## src/rtl/branch_resolve_unit.sv

```systemverilog
// branch_resolve_unit
//   Resolves a conditional branch one cycle after it is accepted: evaluates
//   the BrSel condition on A/B, computes the taken target (pc+imm) and the
//   fallthrough (pc+4), and flags a mispredict against the front-end
//   prediction. Results leave through a valid/ready handshake at full
//   throughput.
//
// Parameters
//   XLEN   : operand / PC / immediate width (default 32)
//   BR_BIT : width of BrSel (default 3), codes are the ENUM_BR_* constants
//
// Ports
//   clk, rst                 : clock, asynchronous active-high reset
//   in_valid / in_ready      : request handshake (in_ready = !out_valid || out_ready)
//   A, B, BrSel              : comparison operands and condition select
//   pc, imm                  : branch PC and sign-extended offset
//   pred_taken, pred_target  : front-end prediction
//   flush                    : drop the in-flight result and any same-cycle request
//   out_valid / out_ready    : result handshake
//   BrJp, mispredict         : resolved direction, prediction was wrong
//   redirect_pc              : target if taken, else fallthrough
//   stat_branches,
//   stat_mispredicts         : saturating counters, only with BRU_STATS_EN
//
// Build option
//   BRU_STATS_EN : adds the statistics counters and their output ports.

`ifndef ENUM_BR_EQ
`define ENUM_BR_EQ   0
`endif
`ifndef ENUM_BR_NEQ
`define ENUM_BR_NEQ  1
`endif
`ifndef ENUM_BR_LT
`define ENUM_BR_LT   2
`endif
`ifndef ENUM_BR_GTE
`define ENUM_BR_GTE  3
`endif
`ifndef ENUM_BR_LTU
`define ENUM_BR_LTU  4
`endif
`ifndef ENUM_BR_GTEU
`define ENUM_BR_GTEU 5
`endif

module branch_resolve_unit #(
    parameter int XLEN   = 32,
    parameter int BR_BIT = 3
) (
    input  logic              clk,
    input  logic              rst,
    input  logic              in_valid,
    output logic              in_ready,
    input  logic [XLEN-1:0]   A,
    input  logic [XLEN-1:0]   B,
    input  logic [BR_BIT-1:0] BrSel,
    input  logic [XLEN-1:0]   pc,
    input  logic [XLEN-1:0]   imm,
    input  logic              pred_taken,
    input  logic [XLEN-1:0]   pred_target,
    input  logic              flush,
    output logic              out_valid,
    input  logic              out_ready,
    output logic              BrJp,
    output logic              mispredict,
    output logic [XLEN-1:0]   redirect_pc
`ifdef BRU_STATS_EN
    ,
    output logic [31:0]       stat_branches,
    output logic [31:0]       stat_mispredicts
`endif
);

    logic [XLEN:0]   diff;
    logic            eq;
    logic            lt;
    logic            ltu;
    logic            taken;
    logic            sel_valid;
    logic [XLEN-1:0] target;
    logic [XLEN-1:0] fallthrough;
    logic            mis;
    logic            accept;
    logic            out_fire;

    // Signed compare on a sign-extended XLEN+1 difference cannot overflow;
    // its low XLEN bits are zero exactly when A == B.
    assign diff = {A[XLEN-1], A} - {B[XLEN-1], B};
    assign eq   = ~|diff[XLEN-1:0];
    assign lt   = diff[XLEN];
    assign ltu  = A < B;

    always_comb begin
        taken     = 1'b0;
        sel_valid = 1'b1;
        case (BrSel)
            BR_BIT'(`ENUM_BR_EQ):   taken = eq;
            BR_BIT'(`ENUM_BR_NEQ):  taken = ~eq;
            BR_BIT'(`ENUM_BR_LT):   taken = lt;
            BR_BIT'(`ENUM_BR_GTE):  taken = ~lt;
            BR_BIT'(`ENUM_BR_LTU):  taken = ltu;
            BR_BIT'(`ENUM_BR_GTEU): taken = ~ltu;
            default:                sel_valid = 1'b0;
        endcase
    end

    assign target      = pc + imm;
    assign fallthrough = pc + XLEN'(4);
    assign mis         = (taken != pred_taken) ||
                         (taken && pred_taken && (target != pred_target));

    assign in_ready = !out_valid || out_ready;
    assign accept   = in_valid && in_ready && !flush;
    assign out_fire = out_valid && out_ready && !flush;

    always_ff @(posedge clk or posedge rst) begin
        if (rst) begin
            out_valid   <= 1'b0;
            BrJp        <= 1'b0;
            mispredict  <= 1'b0;
            redirect_pc <= '0;
        end else if (flush) begin
            out_valid <= 1'b0;
        end else if (accept) begin
            out_valid   <= 1'b1;
            BrJp        <= taken;
            mispredict  <= mis;
            redirect_pc <= taken ? target : fallthrough;
        end else if (out_fire) begin
            out_valid <= 1'b0;
        end
    end

`ifdef BRU_STATS_EN
    // Remembers whether the held result came from a valid condition code.
    logic res_sel_valid;

    always_ff @(posedge clk or posedge rst) begin
        if (rst) begin
            res_sel_valid    <= 1'b0;
            stat_branches    <= '0;
            stat_mispredicts <= '0;
        end else begin
            if (accept) begin
                res_sel_valid <= sel_valid;
            end
            if (out_fire && res_sel_valid) begin
                if (stat_branches != '1) begin
                    stat_branches <= stat_branches + 32'd1;
                end
                if (mispredict && (stat_mispredicts != '1)) begin
                    stat_mispredicts <= stat_mispredicts + 32'd1;
                end
            end
        end
    end
`else
    // Statistics disabled: the condition-code validity is not needed.
    logic unused_sel_valid;
    assign unused_sel_valid = sel_valid;
`endif

endmodule

```

## config.mk

```make
export PLATFORM = sky130hd
export DESIGN_NAME = branch_resolve_unit
export DESIGN_NICKNAME = d
export VERILOG_FILES = /design/src/rtl/branch_resolve_unit.sv
export SDC_FILE = /design/constraint.sdc
export NUM_CORES = 1
export LEC_CHECK = 0
export ABC_AREA = 0
export CAP_MARGIN = 20
export CORE_MARGIN = 2
export CORE_UTILIZATION = 30
export DETAILED_ROUTE_END_ITERATION = 10
export PLACE_DENSITY = 0.6
export SKIP_LAST_GASP = 1
export SLEW_MARGIN = 0
export SYNTH_ARGS = -nofsm -noshare
export SYNTH_HDL_FRONTEND = slang
export SYNTH_SLANG_ARGS = --single-unit
```

## constraint.sdc

```tcl
create_clock -name clk -period 2.25 [get_ports clk]
set_input_delay 0.225 -clock clk [delete_from_list [all_inputs] [get_ports clk]]
set_output_delay 0.225 -clock clk [all_outputs]
set_load 0.01 [all_outputs]
```

==> impl_metrics.env <==
export IMPL_rsz0062_at_grt="true"
export IMPL_yosysTopAreaCell="dfrtp_1"
export IMPL_cts_sinks=35
export IMPL_synthDominantCellAreaShare_pct=13.1
export IMPL_cap_violations=0
export IMPL_crit_family="simple AND/OR/NAND/NOR gates"
export IMPL_finalNetCount=1653
export IMPL_placed_cells=1641
export IMPL_post_synth_num_cell_types=78
export IMPL_drt_wl_total_mm=27.4
export IMPL_vias_per_cell=5.09
export IMPL_ant_nets=0
export IMPL_cp_cell_sequence="clkdlybuf4s50_1 > inv_1 > ha_1 > buf_4 > and2_1 > nand3_1 > o2111ai_1 > nor4bb_1 > nand4_1 > nor4_4 > o2111ai_4 > mux2_4 > a211oi_4 > buf_12 > buf_8 > buf_6 > nor3_2 > a221o_1"
export IMPL_ys_top_cells_by_count="nand2_1 (108), a21oi_1 (75), ha_1 (65)"
export IMPL_fillers=1930
export IMPL_core_area_sq_um=21900
export IMPL_clkTransAtPathRegs_ns=0.05
export IMPL_r2r_cells=6
export IMPL_stdcell_count=1698
export IMPL_setup_ws_ns=-1.58
export IMPL_track_usage_pct=22.3
export IMPL_worst_slew_pin_transition_ns=0.514
export IMPL_max_freq_mhz=261
export IMPL_place_gp_congestion=0.946
export IMPL_synth_edf_count=0
export IMPL_top_usage_layer="met2"
export IMPL_ir_worst_vdd_v=0.000239
export IMPL_cts_tree="built"
export IMPL_arrival_ns=3.99
export IMPL_final_max_slew_viol_count=0
export IMPL_ctsHtreeMaxLevel=2
export IMPL_remaining_drc_errors=0
export IMPL_ctsHoldBuffers=0
export IMPL_io_pins=205
export IMPL_syn_area_per_cell_sq_um=7.43
export IMPL_die_h_microns=153
export IMPL_die_x_microns=153
export IMPL_skew_ns=0.00232
export IMPL_end_kind="flip-flop"
export IMPL_yosys_warnings=0
export IMPL_cellPowerDensity_nw_per_um2=428
export IMPL_min_path_type="in -> async"
export IMPL_worstSetupPathDepth=18
export IMPL_die_area_sq_um=23500
export IMPL_critical_path_max_stage_delay_ns=0.46
export IMPL_drive_gt1_share_pct=36.2
export IMPL_numPortBuffers=204
export IMPL_start_util_pct=30.6
export IMPL_final_hold_viol_count=0
export IMPL_rows=54
export IMPL_grt_pass1_wl_mm=43.3
export IMPL_wl_per_cell_microns=16.1
export IMPL_globalRouteMet3Util_pct=0.879
export IMPL_min_period_over_period_pct=170
export IMPL_cp_num_buf_inv=6
export IMPL_cts_made_buffers=5
export IMPL_power_w=0.00547
export IMPL_clock_path_buffers=2
export IMPL_setup_viol=34
export IMPL_violations="negative setup slack"
export IMPL_gr_total_overflow=0
export IMPL_tns_ns=-51.07
export IMPL_slew_limit_headroom_pct=65.5
export IMPL_antenna_found_initial=0
export IMPL_cp_max_fo=7
export IMPL_synthArstFlopShare_pct=100
export IMPL_detail_route_iter0_violations=400
export IMPL_ff2ff_setup_slack_ns=0.61
export IMPL_syn_num_nets=1138
export IMPL_yosys_top_cells_area="dfrtp_1 (13%), ha_1 (12%), xnor2_1 (7.7%)"
export IMPL_grt_pass1_vias=8886
export IMPL_syn_inst=902
export IMPL_hpwlAfterDp_mm=22.5
export IMPL_drtPass1Iterations=5
export IMPL_synth_most_common_cell="nand2_1"
export IMPL_start_kind="input pin"
export IMPL_syn2layout_area_growth_pct=90.8
export IMPL_diodes=0
export IMPL_grtUsageMet1_pct=28.5
export IMPL_grt_max_degree=49
export IMPL_clock_latency_ns=0.27
export IMPL_cp_slowest_cell="clkdlybuf4s50_1"
export IMPL_via_count=8645
export IMPL_crit_type="in -> reg"
export IMPL_met2_usage_pct=40.9
export IMPL_synth_main_ff_cell="dfrtp_1"
export IMPL_synth_seq_cells=35
export IMPL_synth_area_sq_um=6700
export IMPL_power_leakage_nw=5.75
export IMPL_required_ns=2.41
export IMPL_clockRootBuffer="clkbuf_16"
export IMPL_status="finished with violations"
export IMPL_min_period_ns=3.83
export IMPL_ys_seq_area_share_pct=13.1
## layout make-up
class / instances / area (sq um) / area share [%]
Tap cell: 280 / 350 / 2.74
Inverter: 48 / 193 / 1.51
Multi-Input combinational cell: 782 / 6520 / 51.0
Clock inverter: 1 / 5.00 / 0.0392
Clock buffer: 7 / 133 / 1.04
Timing Repair Buffer: 545 / 4700 / 36.8
Sequential cell: 35 / 876 / 6.85
## worst min-delay path, delay by kind of cell
family,cells,cell delay [ns]
buffers and inverters,3,0.84
## report_power, final
group | internal, W | switching, W | total, W
clock network | 0.000409 | 0.000250 | 0.000659
logic | 0.00217 | 0.00175 | 0.00392
registers | 0.000775 | 0.000118 | 0.000893
total | 0.00335 | 0.00211 | 0.00547
## routing by layer
| layer | vias up | share of wire, % |
|---|---|---|
| met1 | 4053 | 44 |
| li1 | 4317 | - |
| met4 | 0 | 2.3 |
| met3 | 37 | 3.5 |
| met5 | - | 0 |
| met2 | 238 | 50 |
## placed cells by master, fill, tap and decap left out, types with 5 or more instances in the layout
master,n
a31oi_1,6
inv_2,16
a21o_1,25
dlymetal6s2s_1,10
and2_1,6
buf_6,16
nand2_2,6
clkdlybuf4s50_1,155
o21bai_1,7
a21oi_4,5
dlygate4sd2_1,33
nand4_1,21
inv_1,31
xnor2_1,56
mux2i_1,24
o21ai_1,31
ha_1,27
a21oi_2,19
nand2_1,100
buf_4,318
a21oi_1,51
nor2b_1,8
clkbuf_16,5
and3_1,9
dfrtp_1,35
nor3_1,9
ha_4,37
nor2_1,57
o211ai_1,7
nand2b_1,10
o21a_1,9
nand3_1,35
a211oi_1,6
xor2_1,39
o21ai_0,20
o21ai_2,10
## sequential cells by signal, indices dropped and copies added, names as in the netlist
name and count:
mispredict 1, out_valid 1, redirect_pc 32, BrJp 1
## kinds of logic (layout without fill, tap and decap cells)
kind of cell / count (synthesis) / in the layout / share of synthesized area [%]
multiplexers: 32 / 32 / 4.87
AND/OR/NAND/NOR: 312 / 312 / 22.7
flip-flops: 35 / 35 / 13.1
XOR/XNOR: 106 / 106 / 15.1
buffers and inverters: 85 / 601 / 5.43
adder cells (fa/ha/maj): 67 / 67 / 12.7
AO/OA/AOI/OAI: 265 / 265 / 26.1
## stage by stage
step           util [%]  setup slack (ns)  instance area [sq um]  hold WS [ns]
2_1_floorplan         -             -1.40                   6740         0.291
3_3_place_gp       51.0             -2.27                  11200         0.474
3_5_place_dp       51.0             -2.33                  11200         0.478
4_1_cts            56.4             -1.56                  12400         0.380
5_1_grt            58.4             -1.80                  12800         0.419
6_report           58.4             -1.58                  12800         0.362
## timing repair
| item | CTS | global route |
|---|---|---|
| resized for setup | 204 | 84 |
| setup buffers | 41 | 8 |
| pin swaps | 67 | 51 |
| setup endpoints to repair | 34 | 34 |
## final timing paths
path | start | end
setup / recovery | B[22] | redirect_pc[2]$_DFFE_PP0P_
hold / removal | rst | redirect_pc[6]$_DFFE_PP0P_
setup reg to reg | out_valid$_DFFE_PP0P_ | redirect_pc[2]$_DFFE_PP0P_
hold reg to reg | redirect_pc[13]$_DFFE_PP0P_ | redirect_pc[13]$_DFFE_PP0P_
max in group asynchronous | rst | redirect_pc[26]$_DFFE_PP0P_
min in group clk | pc[0] | redirect_pc[0]$_DFFE_PP0P_
(Power assumes the default switching activity.)
